File: src/rtl/video_pkg.sv
// Shared types for the test-pattern video source: pattern selector,
// colour-bar levels and the flag half of a FIFO entry.
package video_pkg;

  typedef enum logic [1:0] {
    PAT_RAMP    = 2'd0,
    PAT_BARS    = 2'd1,
    PAT_CHECKER = 2'd2,
    PAT_FILL    = 2'd3
  } pattern_e;

  localparam int BAR_COUNT = 8;

  // Level of colour bar b: full scale of a pix_w-bit pixel times b/7.
  function automatic logic [31:0] bar_level(input int pix_w, input int b);
    logic [63:0] full;
    full = (64'd1 << pix_w) - 64'd1;
    return 32'((full * 64'(b)) / 64'd7);
  endfunction

  // A FIFO entry is {beat_flags_t, tdata}, flags in the top two bits.
  typedef struct packed {
    logic tuser;
    logic tlast;
  } beat_flags_t;

endpackage

File: src/rtl/video_pattern_axis_src_if.sv
// AXI4-Stream video bus between the pattern source and its sink.
interface video_pattern_axis_src_if #(
  parameter int PIX_W = 16
);
  logic [PIX_W-1:0] tdata;
  logic             tvalid;
  logic             tready;
  logic             tuser;
  logic             tlast;

  modport master (output tdata, tvalid, tuser, tlast, input tready);
  modport slave  (input tdata, tvalid, tuser, tlast, output tready);
endinterface

File: src/rtl/video_pattern_axis_src_fifo.sv
// First-word-fall-through synchronous FIFO with a flush input; a write into
// a full FIFO is only accepted when a read frees a slot in the same cycle.
module sync_fifo_fwft #(
  parameter int WIDTH = 18,
  parameter int DEPTH = 16
) (
  input  logic             clk,
  input  logic             rst,
  input  logic             flush,
  input  logic             wr_en,
  input  logic [WIDTH-1:0] wr_data,
  output logic             full,
  input  logic             rd_en,
  output logic [WIDTH-1:0] rd_data,
  output logic             empty
);
  localparam int AW = $clog2(DEPTH);

  logic [WIDTH-1:0] mem [DEPTH];
  logic [AW-1:0]    wr_ptr, rd_ptr;
  logic [AW:0]      count;
  logic             do_rd, do_wr;

  assign empty   = (count == '0);
  assign full    = (count == (AW+1)'(DEPTH));
  assign do_rd   = rd_en & ~empty;
  assign do_wr   = wr_en & (~full | do_rd);
  assign rd_data = empty ? '0 : mem[rd_ptr];

  always_ff @(posedge clk) begin
    if (do_wr) mem[wr_ptr] <= wr_data;
  end

  always_ff @(posedge clk) begin
    if (rst || flush) begin
      wr_ptr <= '0;
      rd_ptr <= '0;
      count  <= '0;
    end else begin
      if (do_wr) wr_ptr <= wr_ptr + AW'(1);
      if (do_rd) rd_ptr <= rd_ptr + AW'(1);
      count <= count + (AW+1)'(do_wr) - (AW+1)'(do_rd);
    end
  end
endmodule

File: src/rtl/video_pattern_axis_src.sv
// Test-pattern source: turns timing-generator strobes into an AXI4-Stream
// video stream, with a small FIFO to ride out sink backpressure.
module video_pattern_axis_src
  import video_pkg::*;
#(
  parameter int PIX_W      = 16,
  parameter int H_WIDTH    = 2448,
  parameter int V_WIDTH    = 2048,
  parameter int FIFO_DEPTH = 16,
  parameter int CNT_W      = 13
) (
  input  logic        clk,
  input  logic        rst,
  input  logic        enable,
  input  logic        VSYNC,
  input  logic        HSYNC,
  input  logic [1:0]  pat_sel,
  input  logic        err_clr,
  video_pattern_axis_src_if.master m_axis,
  output logic [15:0] frame_cnt,
  output logic        overflow,
  output logic        line_err,
  output logic        frame_err
);
  localparam int ENTRY_W = PIX_W + 2;
  localparam int BAR_W   = (H_WIDTH / BAR_COUNT > 0) ? H_WIDTH / BAR_COUNT : 1;
  localparam logic [CNT_W-1:0] CNT_MAX = '1;

  logic             vs_d, hs_d, vs_rise, vs_fall, hs_fall;
  logic [CNT_W-1:0] x, y;
  pattern_e         pat_lat;
  logic             sof_pend, hold_valid, hold_user;
  logic [PIX_W-1:0] hold_data, pixel;
  logic [2:0]       bar_idx;
  logic [PIX_W-1:0] bar_tbl [BAR_COUNT];
  beat_flags_t      wr_flags, rd_flags;
  logic             fifo_wr, fifo_rd, fifo_full, fifo_empty, drop;
  logic [ENTRY_W-1:0] fifo_rd_data;

  assign vs_rise = VSYNC & ~vs_d;
  assign vs_fall = ~VSYNC & vs_d;
  assign hs_fall = ~HSYNC & hs_d;

  for (genvar g = 0; g < BAR_COUNT; g++) begin : g_bar
    assign bar_tbl[g] = PIX_W'(bar_level(PIX_W, g));
  end

  // Bar index by threshold compare so no divider is needed; the last bar
  // absorbs whatever remains of the line.
  always_comb begin
    bar_idx = '0;
    for (int b = 1; b < BAR_COUNT; b++) begin
      if (32'(x) >= 32'(b * BAR_W)) bar_idx = 3'(b);
    end
  end

  always_comb begin
    pixel = '0;
    case (pat_lat)
      PAT_RAMP:    pixel = PIX_W'(32'(x) + 32'(y));
      PAT_BARS:    pixel = bar_tbl[bar_idx];
      PAT_CHECKER: pixel = (x[4] ^ y[4]) ? '1 : '0;
      PAT_FILL:    pixel = PIX_W'(frame_cnt);
      default:     pixel = '0;
    endcase
  end

  // Position counters and the one-beat hold register; the hold register is
  // pushed one clock later so the falling HSYNC can tag it as end-of-line.
  always_ff @(posedge clk) begin
    if (rst) begin
      vs_d       <= 1'b0;
      hs_d       <= 1'b0;
      x          <= '0;
      y          <= '0;
      frame_cnt  <= '0;
      sof_pend   <= 1'b0;
      pat_lat    <= PAT_RAMP;
      hold_valid <= 1'b0;
      hold_user  <= 1'b0;
      hold_data  <= '0;
    end else begin
      vs_d <= VSYNC;
      hs_d <= HSYNC;
      if (!enable) begin
        x          <= '0;
        y          <= '0;
        sof_pend   <= 1'b0;
        hold_valid <= 1'b0;
      end else begin
        hold_valid <= HSYNC;
        if (hs_fall) begin
          x <= '0;
          if (y != CNT_MAX) y <= y + CNT_W'(1);
        end
        if (vs_rise) begin
          y         <= '0;
          frame_cnt <= frame_cnt + 16'd1;
          sof_pend  <= 1'b1;
          pat_lat   <= pattern_e'(pat_sel);
        end
        if (HSYNC) begin
          hold_data <= pixel;
          hold_user <= sof_pend;
          sof_pend  <= 1'b0;
          if (x != CNT_MAX) x <= x + CNT_W'(1);
        end
      end
    end
  end

  assign fifo_wr  = enable & hold_valid;
  assign fifo_rd  = m_axis.tvalid & m_axis.tready;
  assign drop     = fifo_wr & fifo_full & ~fifo_rd;
  assign wr_flags = '{tuser: hold_user, tlast: ~HSYNC};

  // Sticky error flags: a new error in the clearing cycle keeps the flag set.
  always_ff @(posedge clk) begin
    if (rst) begin
      overflow  <= 1'b0;
      line_err  <= 1'b0;
      frame_err <= 1'b0;
    end else begin
      overflow  <= drop | (overflow & ~err_clr);
      line_err  <= (enable & hs_fall & (x != CNT_W'(H_WIDTH))) | (line_err & ~err_clr);
      frame_err <= (enable & vs_fall & (y != CNT_W'(V_WIDTH))) | (frame_err & ~err_clr);
    end
  end

  sync_fifo_fwft #(
    .WIDTH (ENTRY_W),
    .DEPTH (FIFO_DEPTH)
  ) u_fifo (
    .clk     (clk),
    .rst     (rst),
    .flush   (~enable),
    .wr_en   (fifo_wr),
    .wr_data ({wr_flags, hold_data}),
    .full    (fifo_full),
    .rd_en   (fifo_rd),
    .rd_data (fifo_rd_data),
    .empty   (fifo_empty)
  );

  assign {rd_flags, m_axis.tdata} = fifo_rd_data;
  assign m_axis.tuser  = rd_flags.tuser;
  assign m_axis.tlast  = rd_flags.tlast;
  assign m_axis.tvalid = ~fifo_empty;
endmodule

File: src/flat_wrapper.sv
// flat-port wrapper written by rule: the top's interface ports become plain ports
module video_pattern_axis_src_flat import video_pkg::*;
#(
  parameter int PIX_W      = 16,
  parameter int H_WIDTH    = 2448,
  parameter int V_WIDTH    = 2048,
  parameter int FIFO_DEPTH = 16,
  parameter int CNT_W      = 13
)
  (clk, rst, enable, VSYNC, HSYNC, pat_sel, err_clr, frame_cnt, overflow, line_err, frame_err, m_axis_tdata, m_axis_tvalid, m_axis_tuser, m_axis_tlast, m_axis_tready);
  video_pattern_axis_src_if #(.PIX_W(PIX_W)) m_axis_i ();
  input  logic clk;
  input  logic rst;
  input  logic enable;
  input  logic VSYNC;
  input  logic HSYNC;
  input  logic [1:0] pat_sel;
  input  logic err_clr;
  output logic [15:0] frame_cnt;
  output logic overflow;
  output logic line_err;
  output logic frame_err;
  output wire logic [$bits(m_axis_i.tdata)-1:0] m_axis_tdata;
  output wire logic [$bits(m_axis_i.tvalid)-1:0] m_axis_tvalid;
  output wire logic [$bits(m_axis_i.tuser)-1:0] m_axis_tuser;
  output wire logic [$bits(m_axis_i.tlast)-1:0] m_axis_tlast;
  input wire logic [$bits(m_axis_i.tready)-1:0] m_axis_tready;
  assign m_axis_tdata = m_axis_i.tdata;
  assign m_axis_tvalid = m_axis_i.tvalid;
  assign m_axis_tuser = m_axis_i.tuser;
  assign m_axis_tlast = m_axis_i.tlast;
  assign m_axis_i.tready = m_axis_tready;
  video_pattern_axis_src #(.PIX_W(PIX_W), .H_WIDTH(H_WIDTH), .V_WIDTH(V_WIDTH), .FIFO_DEPTH(FIFO_DEPTH), .CNT_W(CNT_W)) u_core (.clk(clk), .rst(rst), .enable(enable), .VSYNC(VSYNC), .HSYNC(HSYNC), .pat_sel(pat_sel), .err_clr(err_clr), .m_axis(m_axis_i), .frame_cnt(frame_cnt), .overflow(overflow), .line_err(line_err), .frame_err(frame_err));
endmodule
File: config.mk
export PLATFORM = sky130hd
export DESIGN_NAME = video_pattern_axis_src_flat
export DESIGN_NICKNAME = d
export VERILOG_FILES = /design/src/rtl/video_pkg.sv /design/src/rtl/video_pattern_axis_src_if.sv /design/src/rtl/video_pattern_axis_src_fifo.sv /design/src/rtl/video_pattern_axis_src.sv /design/src/flat_wrapper.sv
export SDC_FILE = /design/constraint.sdc
export NUM_CORES = 1
export LEC_CHECK = 0
export CAP_MARGIN = 25
export CELL_PAD_IN_SITES_DETAIL_PLACEMENT = 1
export CELL_PAD_IN_SITES_GLOBAL_PLACEMENT = 1
export CORE_ASPECT_RATIO = 0.8
export CORE_MARGIN = 2
export CORE_UTILIZATION = 54
export CTS_BUF_LIST = sky130_fd_sc_hd__clkbuf_4 sky130_fd_sc_hd__clkbuf_8
export CTS_CLUSTER_DIAMETER = 30
export DETAILED_ROUTE_END_ITERATION = 7
export GPL_TIMING_DRIVEN = 0
export PLACE_DENSITY_LB_ADDON = 0.1
export SYNTH_ARGS = -nofsm -noshare
export SYNTH_HDL_FRONTEND = slang
export SYNTH_SLANG_ARGS = --single-unit
File: constraint.sdc
create_clock -name clk -period 3.6 [get_ports clk]
set_input_delay 0.72 -clock clk [delete_from_list [all_inputs] [get_ports clk]]
set_output_delay 0.72 -clock clk [all_outputs]
set_load 0.03 [all_outputs]
==> impl_metrics.tcl <==
set metrics [dict create \
    synthDominantAreaCellType "edfxtp_1" \
    layout.nets 1227 \
    dieArea_um2 30800 \
    leakagePower_uw 0.00638 \
    total_switching_power_uw 2880 \
    number_of_antenna_violations_at_the_first_check_in_global_routing 1 \
    worstSkewPairLatency_ns 0.60 \
    synth_area_um2 15900 \
    cts_tree "yes" \
    cts_made_buffers 74 \
    critPathMaxStageDelay_ns 0.53 \
    io_pins 47 \
    post_dp_cell_area_um2 17200 \
    grt-ovfl-total 0 \
    routed_wire_length_per_instance_um 27.7 \
    area_delta_synth_final_pct 19.3 \
    total_power_uw 11100 \
    finish.utilization_pct 65.1 \
    synth_enable_flop_cells 288 \
    swShare_pct 25.8 \
    internal_power_uw 8270 \
    drc_errors 0 \
    core-area_um2 29100 \
    critical_path.cell_chain "buf_12 -> buf_12 -> mux4_2 -> mux4_2 -> nor2b_1 -> clkdlybuf4s15_1" \
    final.period_utilization_pct 97.5 \
    pwr-share-comb_pct 13.1 \
    floorplan.initialDensity_pct 54.6 \
    fp.dieH_um 157 \
    grt_pass1_vias 10519 \
    cts.clk_slew.worst_paths_ns 0.07 \
    synth_async_sr_flop_share_pct 0 \
    crit_arrival_ns 2.79 \
    h-tree-depth 3 \
    synth.yosys.seq_area_share_pct 65.1 \
    fill_cells 2643 \
    synth_top_area_share_pct 54.4 \
    vdd_ir_drop_max_mv 0.499 \
    power.clock.fraction_pct 44.4 \
    critical_path_peak_fanout 10 \
    ctsHoldBuffers 0 \
    dp.cells 1486 \
    post_synth_main_area_contributors "edfxtp_1, mux4_2, dfxtp_1, nor2_1, ha_1" \
    cts.path.max_buffers 3 \
    diodes 0 \
    power.density_nw_per_um2 588 \
    grt_max_degree 19 \
    finalHoldViolCount 0 \
    worstMarginPinSlew_ns 1.00 \
    wire_length_of_the_first_global_routing_pass_um 67100 \
    ys.flop_type "edfxtp_1" \
    number_of_drc_markers_in_iteration_0 1072 \
    maxSlewViolCount 0 \
    clock_sinks 373 \
    routability_congestion 0.874 \
    cap_violations 0 \
    setup_viol 0 \
    synth_common_cells "edfxtp_1, nor2_1, mux4_2" \
    cp.required_ns 2.88 \
    final.setup_skew_ns 0.0323 \
    critical_path.startpoint_type "register" \
    crit_path_end_kind "primary output" \
    total_via_count_in_the_routed_design 10060 \
    synth_cell_type_count 63 \
    fp.dieW_um 196 \
    post-route-cell-area_um2 19000 \
    finalCriticalPeriod_ns 3.51 \
    synth_most_common_cell "edfxtp_1" \
    layout-drive-gt1-share_pct 25.7 \
    mappedNetlistNets 1087 \
    synth_seq_cells 373 \
    crit_type "reg2out" \
    timing.critical_path.slowest_stage_cell "mux4_2" \
    dr.pass1.iters 5 \
    seqPwrFrac_pct 42.5 \
    route.antenna.remaining_nets 0 \
    dp_hpwl_um 29300 \
    run_status "finished clean" \
    grt.total_usage_pct 30.2 \
    timing.fmax_mhz 285 \
    syn_inst 1046 \
    hold_slack_ns 0.451 \
    slew-limit-headroom_pct 32.9 \
    layout.cells.non_filler 1620 \
    num_rows 56 \
    clock_tree.root_cell "clkbuf_8" \
    drt_wl_total_um 44900 \
    portBuffers 45 \
    postSynthAreaPerCell_um2 15.2 \
    post_dr_vias_cell 6.21 \
    synth.yosys.warnings 0 \
    timing.hold.worst.class "in2reg" \
    timing.reg2reg.setup_slack_ns 0.37 \
]
sequential cells by signal, indices dropped and copies added, names as in the netlist, 2 cells and up, named ones only:
name / count
u_core.y: 13
u_core.x: 13
u_core.u_fifo.rd_ptr: 4
u_core.u_fifo.count: 5
u_core.u_fifo.mem: 288
u_core.u_fifo.wr_ptr: 4
u_core.pat_lat: 2
u_core.hold_data: 16
u_core.frame_cnt: 16
power by group through the flow:
stage	Sequential (uW)	Clock (uW)	Combinational, uW
CTS	4740	5000	1480
floorplan	4800	0	962
global placement	4820	0	1430
finish	4740	4950	1460
detailed placement	4830	0	1470
global route	4750	5190	1560
cell type report:
type	count	area (um2)	share of cell area, %
Sequential cell	373	10400	54.6
Clock buffer	88	1150	6.05
Inverter	28	105	0.554
Clock inverter	45	557	2.93
Timing Repair Buffer	66	732	3.86
Buffer	50	370	1.95
Tap cell	377	472	2.49
Multi-Input combinational cell	593	5240	27.6
cells in the final DEF, fill, tap and decap left out, types with 20 or more instances in the layout:
cell,count
a21oi_1,38
clkbuf_8,78
clkdlybuf4s50_1,26
dfxtp_1,84
edfxtp_1,288
ha_1,30
inv_1,28
mux4_2,90
nand2_1,54
nand3_1,21
nor2_1,101
nor2b_1,25
xnor2_1,20
xor2_1,28
through the flow:
step / setup slack [ns] / setup TNS, ns
after floorplan: 0.555 / 0
after global placement: -1.84 / -299.62
after detailed placement: -0.310 / -13.71
after CTS: 0.00220 / 0
after global routing: -0.00709 / -0.00709
final: 0.0891 / 0
routing by layer:
layer | GRT usage, % | vias to the layer above | routed length [um]
met4 | 11.3 | 0 | 1330
met1 | 43.1 | 5164 | 19700
met2 | 46.2 | 465 | 20300
met3 | 6.64 | 103 | 3540
li1 | - | 4328 | -
met5 | 0 | - | 0
cell families after synthesis:
logic type	Yosys count	share of synthesized area (%)
AOI/OAI and AO/OA	113	5.02
xor gates and xnor gates	48	2.64
adders and majority gates	32	2.61
buffers and inverters	80	2.33
DFF	373	65.1
muxes	94	13.0
and+or+nand+nor	306	9.29
critical path, delay by kind of cell, from the launching register on:
kind	cells	cell delay, ns
buffers and inverters	3	0.68
muxes	2	1.01
DFF	1	0.35
and+or+nand+nor	1	0.15
path summary, 6_finish.rpt:
kind / start / endpoint / depth (start not counted)
hold / removal: HSYNC / u_core.sof_pend$_SDFFE_PP0P_ / 2
setup reg to reg: u_core.u_fifo.count[3]$_SDFF_PP0_ / u_core.u_fifo.count[4]$_SDFF_PP0_ / 17
hold reg to reg: u_core.sof_pend$_SDFFE_PP0P_ / u_core.sof_pend$_SDFFE_PP0P_ / 2
setup / recovery: register / m_axis_tdata[0] / 6
what timing repair did:
item	in CTS	in global routing
setup endpoints to repair	19	14
buffers inserted	0	2
gates resized for setup	77	21
Power figures use the tool's default switching activity.
==> RTL change, RTL diff (same flow settings) <==
`PIX_W` is set to 16 in 3 places; all go to 12.
--- a/src/rtl/video_pattern_axis_src_if.sv
+++ b/src/rtl/video_pattern_axis_src_if.sv
@@ -2,3 +2,3 @@
 interface video_pattern_axis_src_if #(
-  parameter int PIX_W = 16
+  parameter int PIX_W = 12
 );
--- a/src/rtl/video_pattern_axis_src.sv
+++ b/src/rtl/video_pattern_axis_src.sv
@@ -5,3 +5,3 @@
 #(
-  parameter int PIX_W      = 16,
+  parameter int PIX_W      = 12,
   parameter int H_WIDTH    = 2448,
--- a/src/flat_wrapper.sv
+++ b/src/flat_wrapper.sv
@@ -3,3 +3,3 @@
 #(
-  parameter int PIX_W      = 16,
+  parameter int PIX_W      = 12,
   parameter int H_WIDTH    = 2448,
Ports: changed (resized m_axis_tdata); port bits go from 47 to 43. No check against the original RTL was run, so the function may have changed too.
==> RTL change against the original RTL <==
- wire length decreased by 17%
- sequential cell count decreased by 68
- cell area decreased by 18%
- die area decreased by 17%
- setup slack got worse by 0.025 ns
- area after synthesis decreased by 17%
- worst hold slack improved by 0.044 ns
- power decreased by 22%
- largest cell class unchanged
- largest power group is now registers
==> RTL change: results (changes against the original RTL) <==
| Metric | Value |
|---|---|
| Avg WL per Cell | 27.1 um (-2.2%) |
| Port bufs | 42 (-6.7%) |
| R2R cell count | 14 (-3) |
| Seq cells post-synth | 305 (-18%) |
| Final WL | 37100 um (-17%) |
| Status | finished clean |
| Final Net Count | 1051 (-14%) |
| Skew final | 0.0216 ns (-0.0107 ns) |
| Cells after synthesis | 901 (-14%) |
| Worst r2r src | u_core.u_fifo.count[2] |
| HP Class | reg -> reg |
| Layout buffering overhead excluding clock cells | 6.40% (+0.59 points) |
| H-tree lvl count | 2 (-1) |
| Syn nets | 940 (-14%) |
| # clk buffers | 74 (-16%) |
| Seq/total area | 53.7% (-0.87 points) |
| Reg2reg setup slack | 0.32 ns (-0.05 ns) |
| Grt met1 use | 42.7% (-0.38 points) |
| Peak supply drop | 0.461 mV (-7.5%) |
| Wl on met1 | 15800 um (-20%) |
| Post-placement cell count | 1274 (-14%) |
| Detailed placement HPWL | 25100 um (-14%) |
| Met2 Use GR | 47.1% (+0.93 points) |
| Fillers | 2211 (-16%) |
| Top post-synthesis cells by count | edfxtp_1, nor2_1, dfxtp_1, mux4_2, nand2_1 |
| Synth-to-layout area growth | 18.1% |
-- RTL change: logic make-up (layout without fill, tap and decap cells) --
group | after synthesis | count (layout) | share of synthesized area [%]
flops | 305 | 305 | 63.4
simple gates | 269 | 269 | 10.2
buf+inv | 74 | 225 | 2.69
compound gates | 103 | 103 | 5.34
xor+xnor | 42 | 42 | 2.79
mux | 78 | 78 | 12.6
fa+ha+maj | 30 | 30 | 2.97
-- RTL change: worst min path at each step --
stage	endpoint	cells past startpoint	start
after floorplan	u_core.hold_user	2	u_core.sof_pend
after global placement	u_core.frame_err	1	u_core.frame_err
after detailed placement	u_core.line_err	2	u_core.line_err
after CTS	u_core.line_err	2	u_core.line_err
after global routing	u_core.line_err	2	u_core.line_err
final	u_core.line_err	2	u_core.line_err
-- RTL change: stage by stage --
step / setup WS, ns / hold slack (ns)
after detailed placement: -0.444 / 0.472
after global placement: -1.29 / 0.457
after floorplan: 0.572 / 0.432
after global routing: 0.00455 / 0.522
final: 0.0644 / 0.496
after CTS: 0.000842 / 0.494
